<file path="config.mk">
export PLATFORM = sky130hd
export DESIGN_NAME = subleq_core
export DESIGN_NICKNAME = d
export VERILOG_FILES = /design/src/rtl/subleq_pkg.sv /design/src/rtl/subleq_alu.sv /design/src/rtl/subleq_core.sv
export SDC_FILE = /design/constraint.sdc
export NUM_CORES = 1
export LEC_CHECK = 0
export CAP_MARGIN = 40
export CELL_PAD_IN_SITES_DETAIL_PLACEMENT = 0
export CELL_PAD_IN_SITES_GLOBAL_PLACEMENT = 1
export CORE_MARGIN = 2
export CORE_UTILIZATION = 44
export DETAILED_ROUTE_END_ITERATION = 6
export PLACE_DENSITY = 0.84
export SLEW_MARGIN = 20
export SYNTH_ARGS = -nofsm -noshare
export SYNTH_HDL_FRONTEND = slang
export SYNTH_SLANG_ARGS = --single-unit
</file>
<file path="constraint.sdc">
create_clock -name clk -period 5.2 [get_ports clk]
set_input_delay 0.78 -clock clk [delete_from_list [all_inputs] [get_ports clk]]
set_output_delay 0.78 -clock clk [all_outputs]
set_load 0.005 [all_outputs]
</file>
<file path="src/rtl/subleq_pkg.sv">
// Shared encodings for the subleq execution controller.
package subleq_pkg;

  typedef enum logic [3:0] {
    ST_IDLE,
    ST_RA,
    ST_RB,
    ST_RC,
    ST_RDA,
    ST_RDB,
    ST_EX,
    ST_WB,
    ST_HALT
  } state_e;

  localparam int SUBLEQ_LEN = 3;

endpackage

</file>
<file path="src/rtl/subleq_alu.sv">
// Combinational subtract-and-test: res = vb - va, leq flags signed res <= 0.
module subleq_alu #(
  parameter int P_DATA = 8
) (
  input  logic [P_DATA-1:0] va_i,
  input  logic [P_DATA-1:0] vb_i,
  output logic [P_DATA-1:0] res_o,
  output logic              leq_o
);

  // Wraps mod 2^P_DATA; overflow is deliberately not folded into the sign test.
  assign res_o = vb_i - va_i;
  assign leq_o = (res_o == '0) | res_o[P_DATA-1];

endmodule

</file>
<file path="src/rtl/subleq_core.sv">
// Subleq controller: fetches A/B/C, reads mem[A]/mem[B], writes mem[B]-mem[A], branches on <=0.
module subleq_core
  import subleq_pkg::*;
#(
  parameter int P_ADDR = 8,
  parameter int P_DATA = 8
) (
  input  logic              clk,
  input  logic              rst,
  input  logic              start,
  output logic              mem_rw,
  output logic [P_ADDR-1:0] mem_addr,
  output logic [P_DATA-1:0] mem_din,
  input  logic [P_DATA-1:0] mem_dout,
  output logic              busy,
  output logic              halted,
  output logic [P_ADDR-1:0] pc
);

  state_e            state_q, state_d;
  logic [P_ADDR-1:0] pc_q, pc_d;
  logic [P_ADDR-1:0] ra_q, ra_d, rb_q, rb_d, rc_q, rc_d;
  logic [P_DATA-1:0] va_q, va_d, vb_q, vb_d;
  logic [P_DATA-1:0] res;
  logic              leq;
  logic [P_ADDR-1:0] dout_addr;

  generate
    if (P_DATA >= P_ADDR) begin : g_addr_trunc
      assign dout_addr = mem_dout[P_ADDR-1:0];
    end else begin : g_addr_zext
      assign dout_addr = {{(P_ADDR - P_DATA){1'b0}}, mem_dout};
    end
  endgenerate

  subleq_alu #(.P_DATA(P_DATA)) u_alu (
    .va_i  (va_q),
    .vb_i  (vb_q),
    .res_o (res),
    .leq_o (leq)
  );

  // NOTE: sequential state uses <= so every register samples the same pre-edge values.
  always_ff @(posedge clk) begin
    if (rst) begin
      state_q <= ST_IDLE;
      pc_q    <= '0;
      ra_q    <= '0;
      rb_q    <= '0;
      rc_q    <= '0;
      va_q    <= '0;
      vb_q    <= '0;
    end else begin
      state_q <= state_d;
      pc_q    <= pc_d;
      ra_q    <= ra_d;
      rb_q    <= rb_d;
      rc_q    <= rc_d;
      va_q    <= va_d;
      vb_q    <= vb_d;
    end
  end

  // NOTE: every output and _d gets a default first so no path leaves a latch behind.
  always_comb begin
    state_d  = state_q;
    pc_d     = pc_q;
    ra_d     = ra_q;
    rb_d     = rb_q;
    rc_d     = rc_q;
    va_d     = va_q;
    vb_d     = vb_q;
    mem_rw   = 1'b0;
    mem_addr = pc_q;
    mem_din  = '0;
    busy     = 1'b1;
    halted   = 1'b0;

    unique case (state_q)
      ST_IDLE: begin
        busy = 1'b0;
        if (start) state_d = ST_RA;
      end
      ST_RA: state_d = ST_RB;
      ST_RB: begin
        mem_addr = pc_q + P_ADDR'(1);
        ra_d     = dout_addr;
        state_d  = ST_RC;
      end
      ST_RC: begin
        mem_addr = pc_q + P_ADDR'(2);
        rb_d     = dout_addr;
        state_d  = ST_RDA;
      end
      ST_RDA: begin
        mem_addr = ra_q;
        rc_d     = dout_addr;
        state_d  = ST_RDB;
      end
      ST_RDB: begin
        mem_addr = rb_q;
        va_d     = mem_dout;
        state_d  = ST_EX;
      end
      ST_EX: begin
        mem_addr = rb_q;
        vb_d     = mem_dout;
        state_d  = ST_WB;
      end
      ST_WB: begin
        // Gated by rst so a reset landing on WB drops the write instead of committing it.
        mem_rw   = ~rst;
        mem_addr = rb_q;
        mem_din  = res;
        if (leq && (rc_q == pc_q)) begin
          state_d = ST_HALT;
        end else if (leq) begin
          pc_d    = rc_q;
          state_d = ST_RA;
        end else begin
          pc_d    = pc_q + P_ADDR'(SUBLEQ_LEN);
          state_d = ST_RA;
        end
      end
      ST_HALT: begin
        busy   = 1'b0;
        halted = 1'b1;
      end
      default: state_d = ST_IDLE;
    endcase
  end

  assign pc = pc_q;

endmodule

</file>
==> results.cfg, run 1 <==
[worst_hold_path]
min_path_type = flip-flop to flip-flop

[route]
routed-via-count = 2955
dr.first_iter.drc_count = 145
viasPerCell = 5.503
post_drt_wl_per_cell_um = 15.47
ant_nets = 0
drtPass1Iterations = 5
drc_errors = 0
wl_um = 8309

[timing]
finalCritPeriodShare_pct = 73.11
fin_worst_skew_ns = 0.009397
slew_headroom_pct = 50.09
finalSetupTns_ns = 0
setup_violations = 0
fmax_ghz = 0.2631
fin_ws_ns = 1.399
tightest_slew_ns = 0.7458
finalCriticalPeriod_ns = 3.801
maxSlewViolCount = 0
hold_violations = 0
rsz0062_at_grt = false

[synth]
ys_seq_area_share_pct = 33.68
postSynthAreaPerCell_um2 = 7.429
yosys.area.top_type_share_pct = 33.68
synth.top_cells.by_area = dfxtp_1, nand2_1, a21oi_1, mux2i_1, nor2_1
netlist_area_um2 = 3090
ys.flop_type = dfxtp_1
yosysUniqueCellTypes = 50
synthesis.nets = 439
ys_warn_count = 0
syn-instance-count = 416
ys_async_sr_fraction_pct = 0
yosysTopAreaCell = dfxtp_1
synth-seq-cells = 52
synth_edf_count = 0

[cells_and_area]
num_antenna_cells = 0
drive_above_1_share_pct = 3.855
n_fill_cell = 691
syn_to_final_growth_pct = 16.19
instances_no_fill = 537
multi_input_area_um2 = 1896
regArea_um2 = 1041
nets = 463
final_util_pct = 52.85

[clock_network]
postCtsResizedCells = 0
clkLatencyLatePin_ns = 0.31
post-cts-setup-buffer-count = 0
clk_pin_slew_ns = 0.10
cts_buffer_depth = 2
hold_buffers = 0
cts_max_level = 2
tritoncts = built
cts_buffers = 5
clkSinkCount = 52
cts-root-buf = clkbuf_8

[worst_setup_path]
endpoint_kind = output pin
critPathMaxFanout = 16
arrival_ns = 3.02
critPathRequiredTime_ns = 4.42
critPathLaunchType = flip-flop
worstSetupPathType = flip-flop to output pin

[run_status]
outcome = completed

[power]
peakVddDrop_uv = 197.7
p_leak_nw = 1.261
p_total_uw = 881.1
power.density_nw_per_um2 = 245.4

[placed_design]
place_inst = 529
pre_cts_slack_ns = 1.797
place_congestion = 0.8631
port_buffers = 37
hpwl_um = 6138

[die]
ios = 38
die_height_um = 87.81
core-area_um2 = 6794
dieArea_um2 = 7711
rows = 30
initial_utilization_pct = 45.49
die_w_um = 87.81

[grt]
grt-ovfl-total = 0
grtUsageTotal_pct = 22.18
grt_pass1_vias = 2608
grt_pass1_wl_um = 13340
grt_max_degree = 49
antenna_found_initial = 0

[flow_run]
cap_violations = 0
sequential cells by signal, indices dropped and copies added (netlist names):
| name | cells |
|---|---|
| state_q | 4 |
| rc_q | 8 |
| va_q | 8 |
| vb_q | 8 |
| rb_q | 8 |
| pc | 8 |
| ra_q | 8 |
cell usage in the layout, fill, tap and decap left out, types with 3 or more instances in the layout:
cell type and n:
a21oi_1 48, and3_1 3, clkbuf_8 5, clkdlybuf4s50_1 37, dfxtp_1 52, ha_1 11, inv_1 14, mux2i_1 18
nand2_1 94, nand3_1 7, nand4_1 6, nor2_1 38, nor2b_1 4, nor3_1 10, o211ai_1 3, o21a_1 3
o21ai_0 7, o21ai_1 12, o221ai_1 3, o22ai_1 5, or3_1 5, xnor2_1 8, xor2_1 11
stage by stage:
| step | hold WS [ns] | area, um2 |
|---|---|---|
| floorplan | 0.4357 | 3090 |
| global placement | 0.4443 | 3491 |
| detailed placement | 0.4476 | 3496 |
| CTS | 0.4616 | 3591 |
| global route | 0.4760 | 3591 |
| finish | 0.4608 | 3591 |
where the power goes:
group,internal (mW),leakage (nW),switching (mW)
sequential,0.412,0.420,0.0182
combinational,0.0842,0.798,0.124
clock,0.0982,0.0423,0.144
total,0.595,1.26,0.286
final timing paths:
kind	start	cells after the start	slack [ns]	end
max	state_q[1]	8	1.40	mem_addr[6]
max reg2reg	vb_q[0]	10	2.52	state_q[0]
min	va_q[5]	2	0.46	va_q[5]
min reg2reg	va_q[5]	2	0.46	va_q[5]
synthesized netlist by cell type (4+ instances only):
| library cell | count |
|---|---|
| dfxtp_1 | 52 |
| ha_1 | 11 |
| inv_1 | 14 |
| nor3_1 | 10 |
| mux2i_1 | 18 |
| nor2_1 | 38 |
| nand2_1 | 94 |
| nand3_1 | 7 |
| or3_1 | 5 |
| a21oi_1 | 48 |
| xor2_1 | 11 |
| nor2b_1 | 4 |
| nand4_1 | 6 |
| xnor2_1 | 8 |
| clkbuf_1 | 19 |
| o22ai_1 | 5 |
| o21ai_0 | 7 |
| o21ai_1 | 12 |
cell type report:
| type | instances | share of cell area (%) |
|---|---|---|
| Sequential cell | 52 | 28.99 |
| Multi-Input combinational cell | 327 | 52.79 |
| Clock inverter | 3 | 0.7317 |
| Inverter | 15 | 1.568 |
| Clock buffer | 5 | 1.916 |
| Tap cell | 96 | 3.345 |
| Timing Repair Buffer | 39 | 10.66 |
kinds of logic (layout without fill, tap and decap cells):
kind of cell,Yosys count,after routing,share of synthesized area (%)
and+or+nand+nor,177,177,24.78
AOI/OAI and AO/OA,101,101,20.24
DFF,52,52,33.68
buffers and inverters,37,62,4.980
xor gates and xnor gates,19,19,5.385
muxes,18,18,5.830
adders and majority gates,12,12,5.101
critical path: stages (launching register included):
cell             delay, ns
dfxtp_1               0.63
nor3b_1               0.52
nand2_1               0.38
nor3_1                0.27
nor3_1                0.09
o21ai_1               0.10
a21oi_1               0.08
a21oi_1               0.14
clkdlybuf4s50_1       0.51
layer usage:
layer / part of all wire [%] / global-route usage (%) / up-vias
li1: - / - / 1486
met1: 48 / 32.93 / 1364
met2: 45 / 33.47 / 94
met3: 5.9 / 3.110 / 11
met4: 1.3 / 6.294 / 0
met5: 0 / 0 / -
(Power assumes the default switching activity.)
==> inputs of run 2 (changes only) <==
Settings changed: CORE_UTILIZATION 44 to 37, PLACE_DENSITY 0.84 to 0.76.
Clock period 5.2 ns to 3.3 ns, I/O delays scaled along.
==> results.cfg, run 2 (synthesis results as in run 1) <==
[clock_network]
hold_buffers = 0
cts_buffers = 5
cts_buffer_depth = 2
tritoncts = built
postCtsResizedCells = 0
clk_pin_slew_ns = 0.09
clkSinkCount = 52
post-cts-setup-buffer-count = 0
cts_max_level = 2
clkLatencyLatePin_ns = 0.31
cts-root-buf = clkbuf_8

[cells_and_area]
syn_to_final_growth_pct = 18.99
final_common_cell = nand2_1
nets = 473
num_antenna_cells = 0
final_cell_mix = nand2_1, dfxtp_1, a21oi_1, nor2_1, clkdlybuf4s50_1
instances_no_fill = 556
drive_above_1_share_pct = 6.208

[grt]
grt_pass1_wl_um = 13940
grt_pass1_vias = 2681
grtUsageTotal_pct = 19.89
grt_max_degree = 48
grt-ovfl-total = 0
antenna_found_initial = 0

[worst_hold_path]
min_path_type = flip-flop to flip-flop

[route]
wl_met3_um = 317
ant_nets = 0
routed-via-count = 2960
drtPass1Iterations = 4
wl_um = 8684
top_layer = met4
dr.first_iter.drc_count = 181
viasPerCell = 5.324
dr_wl_met2_um = 4128
post_drt_wl_per_cell_um = 15.62
wl_met1_um = 4167
drc_errors = 0

[timing]
rsz0062_at_grt = false
tightest_slew_ns = 0.5327
fin_worst_skew_ns = 0.01474
fmax_ghz = 0.3298
finalCritPeriodShare_pct = 91.89
finalSetupTns_ns = 0
hold_violations = 0
maxSlewViolCount = 0
slew_headroom_pct = 64.39
setup_violations = 0
finalCriticalPeriod_ns = 3.032

[die]
ios = 38
dieArea_um2 = 9099
die_w_um = 95.39
die_height_um = 95.39
rows = 33
initial_utilization_pct = 37.80
core-area_um2 = 8175

[worst_setup_path]
critPathMaxFanout = 3
critPathLaunchType = flip-flop
endpoint_kind = output pin
critPathRequiredTime_ns = 2.80
worstSetupPathType = flip-flop to output pin
arrival_ns = 2.54
rrSetupSlack_ns = 0.60

[flow_run]
cap_violations = 0

[placed_design]
port_buffers = 37
place_congestion = 0.9060
hpwl_um = 6413
place_inst = 548

[run_status]
outcome = completed

[power]
p_leak_nw = 1.321
power.density_nw_per_um2 = 379.2
peakVddDrop_uv = 163.4
p_total_mw = 1.395
[run 2: final cells by class]
type,count,area [um2]
inverter,15,56.30
clock inverter,2,13.76
fill,851,4498
timing repair buffer,49,460.4
clock buffer,6,72.57
sequential,52,1042
multi-input combinational,327,1901
tap,105,131.4
[run 2: final timing paths]
kind	from	endpoint	depth (start not counted)
worst min register to register	va_q[3]	va_q[3]	2
worst min-delay path	va_q[3]	va_q[3]	2
worst max register to register	vb_q[0]	state_q[0]	10
worst max-delay path	vb_q[0]	mem_din[6]	8
[run 2: metal layers]
metal	track usage (%)	vias up
li1	-	1506
met1	28.96	1384
met2	31.04	61
met3	3.399	9
met4	3.929	0
met5	0	-
[run 2: where the power goes]
| group | switching [mW] | total (mW) | leakage, nW | internal (mW) |
|---|---|---|---|---|
| Combinational | 0.204 | 0.349 | 0.855 | 0.145 |
| Clock | 0.218 | 0.370 | 0.0456 | 0.152 |
| Sequential | 0.0264 | 0.676 | 0.421 | 0.650 |
| Total | 0.448 | 1.39 | 1.32 | 0.946 |
[run 2: metrics by stage]
step | cell area (um2) | setup slack (ns) | hold slack [ns] | utilization [%]
finish | 3677 | 0.2676 | 0.4583 | 44.98
CTS | 3671 | 0.2090 | 0.4600 | 44.90
floorplan | 3090 | 0.7775 | 0.4357 | -
detailed placement | 3585 | 0.5885 | 0.4458 | 43.85
global route | 3677 | 0.05819 | 0.4852 | 44.98
global placement | 3585 | 0.5857 | 0.4452 | 43.85
[run 2: worst max-delay path, stage by stage, from the launching register on]
cell and delay [ns]:
dfxtp_1 0.34, inv_1 0.05, ha_1 0.21, fa_1 0.42
nor2b_1 0.23, o21ai_1 0.12, a311oi_2 0.35, nor2_1 0.07
clkdlybuf4s50_1 0.46
==> RTL edit 1, RTL diff (settings of run 1) <==
`rb_q` no longer has a reset.
--- a/src/rtl/subleq_core.sv
+++ b/src/rtl/subleq_core.sv
@@ -46,7 +46,6 @@
       state_q <= ST_IDLE;
       pc_q    <= '0;
       ra_q    <= '0;
-      rb_q    <= '0;
       rc_q    <= '0;
       va_q    <= '0;
       vb_q    <= '0;
@@ -54,11 +53,14 @@
       state_q <= state_d;
       pc_q    <= pc_d;
       ra_q    <= ra_d;
-      rb_q    <= rb_d;
       rc_q    <= rc_d;
       va_q    <= va_d;
       vb_q    <= vb_d;
     end
+  end
+
+  always_ff @(posedge clk) begin
+    rb_q <= rb_d;
   end
 
   // NOTE: every output and _d gets a default first so no path leaves a latch behind.
Function: no difference found for any inputs over 10 cycles, from zero or initial values and one cycle with rst high; that may be too few to reach the edited logic, so the function may still have changed.
==> RTL edit 1 against run 1 <==
Setup slack got worse by 28 ps. Final area is 1.8% higher. Area after synthesis up 2.3%. Count of clock-buffer cells in the layout stayed put. Largest cell class unchanged. Sequential cell count stayed put. Critical endpoint is now mem_addr[4]. Largest power group unchanged. Die area increased by 2.2%. Total power increased by 2.0%. Via count fell by 2.0%. Routed wire length is 1.1% higher.
==> RTL edit 1: results (changes against run 1) <==
| Metric | Value |
|---|---|
| WL met3 | `452 um (was 489 um)` |
| Final non-clock buffer share | `10.9% (was 10.7%)` |
| Setup Skew | `6.14 ps (was 9.40 ps)` |
| First-pass GRT wire length | `13.9 mm (was 13.3 mm)` |
| HPWL Detailed | `6.14 mm (about the same)` |
| Worst Max-Slew Pin Slew | `720 ps (was 746 ps)` |
| Non-clock inverter count | `17 (was 15)` |
| Outcome | `completed (unchanged)` |
| Static leakage | `1.26 nW (about the same)` |
| Multi-input logic area | `1860 um2 (was 1900 um2)` |
| Met1 wire length | `3.92 mm (was 4.01 mm)` |
| Top cells by count, synth | `74 x nand2_1, 44 x dfxtp_1, 40 x a21oi_1, 40 x nor2_1, 24 x clkbuf_1 (was 94 x nand2_1, 52 x dfxtp_1, 48 x a21oi_1, 38 x nor2_1, 19 x clkbuf_1)` |
| Routed wire length | `8.40 mm (was 8.31 mm)` |
| CTS root buffer | `clkbuf_8 (unchanged)` |
| Grt met1 use | `32.9% (about the same)` |
| Layout cells sized above 1 | `5.44% (was 3.85%)` |
| Worst path arrival time | `3050 ps (was 3020 ps)` |
| Pre-CTS setup slack | `1750 ps (was 1800 ps)` |
| Nets | `445 (was 463)` |
| WL met2 | `4.00 mm (was 3.70 mm)` |
| GRT met2 Usage | `36.8% (was 33.5%)` |
| Vias in the first global route | `2722 (was 2608)` |
| Cells after DPL | `511 (was 529)` |
| EDFF count, synth | `8 (was 0)` |
| Mapped Cells | `401 (was 416)` |
| Met3 GRT Util | `3.73% (was 3.11%)` |
| Synth top area cells | `dfxtp_1 28%, nand2_1 8.8%, edfxtp_1 7.6%, a21oi_1 6.3%, mux2i_1 5.1% (was dfxtp_1 34%, nand2_1 11%, a21oi_1 7.8%, mux2i_1 5.8%, nor2_1 4.6%)` |
| # fillers | `684 (was 691)` |
| Routed WL per cell | `16.2 um (was 15.5 um)` |
| Area after DPL | `3560 um2 (was 3500 um2)` |
| Seq_cells | `52 (unchanged)` |
| Crit-path max cell delay | `680 ps (was 630 ps)` |
| #MultiIn Comb | `305 (was 327)` |
| Total track usage | `22.8% (was 22.2%)` |
| Mapped Nets | `424 (was 439)` |
| Clk tree area frac | `2.46% (was 2.65%)` |
| Crit-path max FO | `18 (was 16)` |
| CP delay by family, top | `buffers and inverters (was simple AND/OR/NAND/NOR gates)` |
| Synth Cell Area | `3160 um2 (was 3090 um2)` |
| Cell area after layout | `3650 um2 (was 3590 um2)` |
RTL edit 1: changes by cell type in the layout (fill, tap and decap cells not counted), moves of 8 or more:
| cell | run 1 | this run |
|---|---|---|
| nand2_1 | 94 | 74 |
| o21ai_1 | 12 | 0 |
| o21ai_0 | 7 | 16 |
| a21oi_1 | 48 | 40 |
| dfxtp_1 | 52 | 44 |
| edfxtp_1 | 0 | 8 |
RTL edit 1: path summary, 6_finish.rpt:
check	startpoint	end	slack [ps]	cells after the start
setup / recovery	state_q[2]$_SDFFE_PP0P_	mem_addr[4]	1370	8
setup reg to reg	vb_q[0]$_SDFFE_PP0P_	pc[4]$_SDFFE_PP0P_	2260	10
hold reg to reg	va_q[3]$_SDFFE_PP0P_	va_q[3]$_SDFFE_PP0P_	460	2
hold / removal	va_q[3]$_SDFFE_PP0P_	va_q[3]$_SDFFE_PP0P_	460	2
RTL edit 1: kinds of logic (layout without fill, tap and decap cells):
family | after synthesis | in the layout | share of synthesized area, %
mux | 17 | 17 | 5.42
simple gates | 160 | 160 | 22.3
buf+inv | 44 | 66 | 5.70
fa+ha+maj | 12 | 12 | 4.98
compound gates | 97 | 97 | 20.8
xor+xnor | 19 | 19 | 5.26
flops | 52 | 52 | 35.4
RTL edit 1: power breakdown:
| part | total (mW) | internal (mW) | switching, mW | leakage (nW) |
|---|---|---|---|---|
| logic | 0.213 | 0.0915 | 0.122 | 0.783 |
| clock network | 0.240 | 0.0960 | 0.144 | 0.0445 |
| registers | 0.445 | 0.423 | 0.0224 | 0.428 |
RTL edit 1: worst register-to-register path: stages (launching register included):
cell and delay [ps]:
dfxtp_1 350, inv_1 50, ha_1 210, fa_1 410
nor2b_1 200, o21ai_0 140, a311oi_2 400, o2111ai_2 240
and2_1 420, or3b_2 290, o221ai_1 100
==> RTL edit 2, RTL diff (flow settings as in run 1) <==
Without the edit above. Change the parameter `P_ADDR` from 8 to 9.
--- a/src/rtl/subleq_core.sv
+++ b/src/rtl/subleq_core.sv
@@ -2,7 +2,7 @@
 module subleq_core
   import subleq_pkg::*;
 #(
-  parameter int P_ADDR = 8,
+  parameter int P_ADDR = 9,
   parameter int P_DATA = 8
 ) (
   input  logic              clk,
Interface: changed (resized mem_addr and pc); port bits go from 38 to 40. The function was not compared with the original's and may differ.
==> RTL edit 2 against run 1 <==
Routed wire length increased by 15%. Non-clock buffer count increased by 6. Combinational power rose by 33%. Die area is 7.3% higher. Global-route usage is 1.1 points higher. Sequential cell count grew 1. Total power up 10%. Setup slack lost 52 ps. Clock skew is 2.5 ps higher. Count of clock-buffer cells in the layout up 1. Final area is 7.7% higher. Cell count increased by 8.9%. Via count is 12% higher. Area after synthesis grew 7.7%. Largest cell class unchanged.
==> RTL edit 2: results (changes against run 1) <==
| Metric | Value |
|---|---|
| Static leakage | `1.24 nW (was 1.26 nW)` |
| HPWL Detailed | `6.83 mm (was 6.14 mm)` |
| Synth Area in Compound Gates | `24.5% (was 20.2%)` |
| Total track usage | `23.3% (was 22.2%)` |
| CP delay by family, top | `buffers and inverters (was simple AND/OR/NAND/NOR gates)` |
| Outcome | `completed (unchanged)` |
| Final estimated routing congestion in global placement | `0.958 (was 0.863)` |
| Register-to-register setup slack | `2090 ps (was 2520 ps)` |
| Input/output buffers | `39 (was 37)` |
| Post-synthesis cell type count | `61 (was 50)` |
| Peak VDD IR | `0.000147 V (was 0.000198 V)` |
| Final hold slack | `463 ps (was 461 ps)` |
| Synth top area cells | `dfxtp_1 32%, nand2_1 12%, a21oi_1 10%, ha_1 4.1%, nor2_1 3.8% (was dfxtp_1 34%, nand2_1 11%, a21oi_1 7.8%, mux2i_1 5.8%, nor2_1 4.6%)` |
| Crit-path max cell delay | `690 ps (was 630 ps)` |
| Cells after DPL | `576 (was 529)` |
| Sw Pwr | `326 uW (was 286 uW)` |
| Sequential Power Share | `45.0% (was 48.9%)` |
| Pre-CTS setup slack | `1740 ps (was 1800 ps)` |
| Vias in the first global route | `3056 (was 2608)` |
| Routed WL per cell | `16.3 um (was 15.5 um)` |
| Layout cells sized above 1 | `6.38% (was 3.85%)` |
| Worst path arrival time | `3070 ps (was 3020 ps)` |
| Shortest period the worst path allows | `3850 ps (was 3800 ps)` |
| Sequential area share after synthesis | `31.9% (was 33.7%)` |
| Synth Area in Adders | `4.74% (was 5.10%)` |
| Crit-path max FO | `15 (was 16)` |
-- RTL edit 2: changes by cell type in the layout (fill, tap and decap cells not counted), sizes merged, moves of 5 or more --
| cell | before | now |
|---|---|---|
| nand2 | 94 | 104 |
| nand2b | 1 | 6 |
| inv | 16 | 23 |
| xor2 | 11 | 6 |
| nand3 | 7 | 14 |
| a21oi | 49 | 69 |
| o32ai | 0 | 5 |
| buf | 2 | 7 |
| mux2i | 18 | 6 |
-- RTL edit 2: routing by layer --
| metal | wire length (um) | vias up | share of wire, % | global-route usage (%) |
|---|---|---|---|---|
| met5 | 0 | - | 0 | 0 |
| met4 | 184 | 0 | 1.9 | 7.83 |
| met3 | 524 | 13 | 5.5 | 3.73 |
| met2 | 4390 | 99 | 46 | 37.6 |
| met1 | 4420 | 1544 | 46 | 31.6 |
| li1 | - | 1642 | - | - |
-- RTL edit 2: final cells by class --
cell class,instances,area [um2]
Clock buffer,6,82.6
Clock inverter,2,16.3
Fill cell,758,3430
Inverter,22,82.6
Multi-Input combinational cell,358,2070
Sequential cell,53,1060
Tap cell,99,124
Timing Repair Buffer,45,434
-- RTL edit 2: worst reg2reg max path, stage by stage, from the launching register on --
cell	delay [ps]
dfxtp_1	350
inv_1	50
ha_1	210
fa_1	400
nand2b_1	200
a21o_2	200
a211oi_1	450
nand4_1	310
a21oi_4	380
or3_1	300
o32ai_1	120
-- RTL edit 2: path summary, 6_finish.rpt --
check,start,endpoint,cells past startpoint
min reg2reg,rb_q[1]$_SDFFE_PP0P_,rb_q[1]$_SDFFE_PP0P_,2
min,rb_q[1]$_SDFFE_PP0P_,rb_q[1]$_SDFFE_PP0P_,2
max reg2reg,vb_q[0]$_SDFFE_PP0P_,pc[3]$_SDFFE_PP0P_,10
max,state_q[0]$_SDFFE_PP0P_,mem_addr[6],7
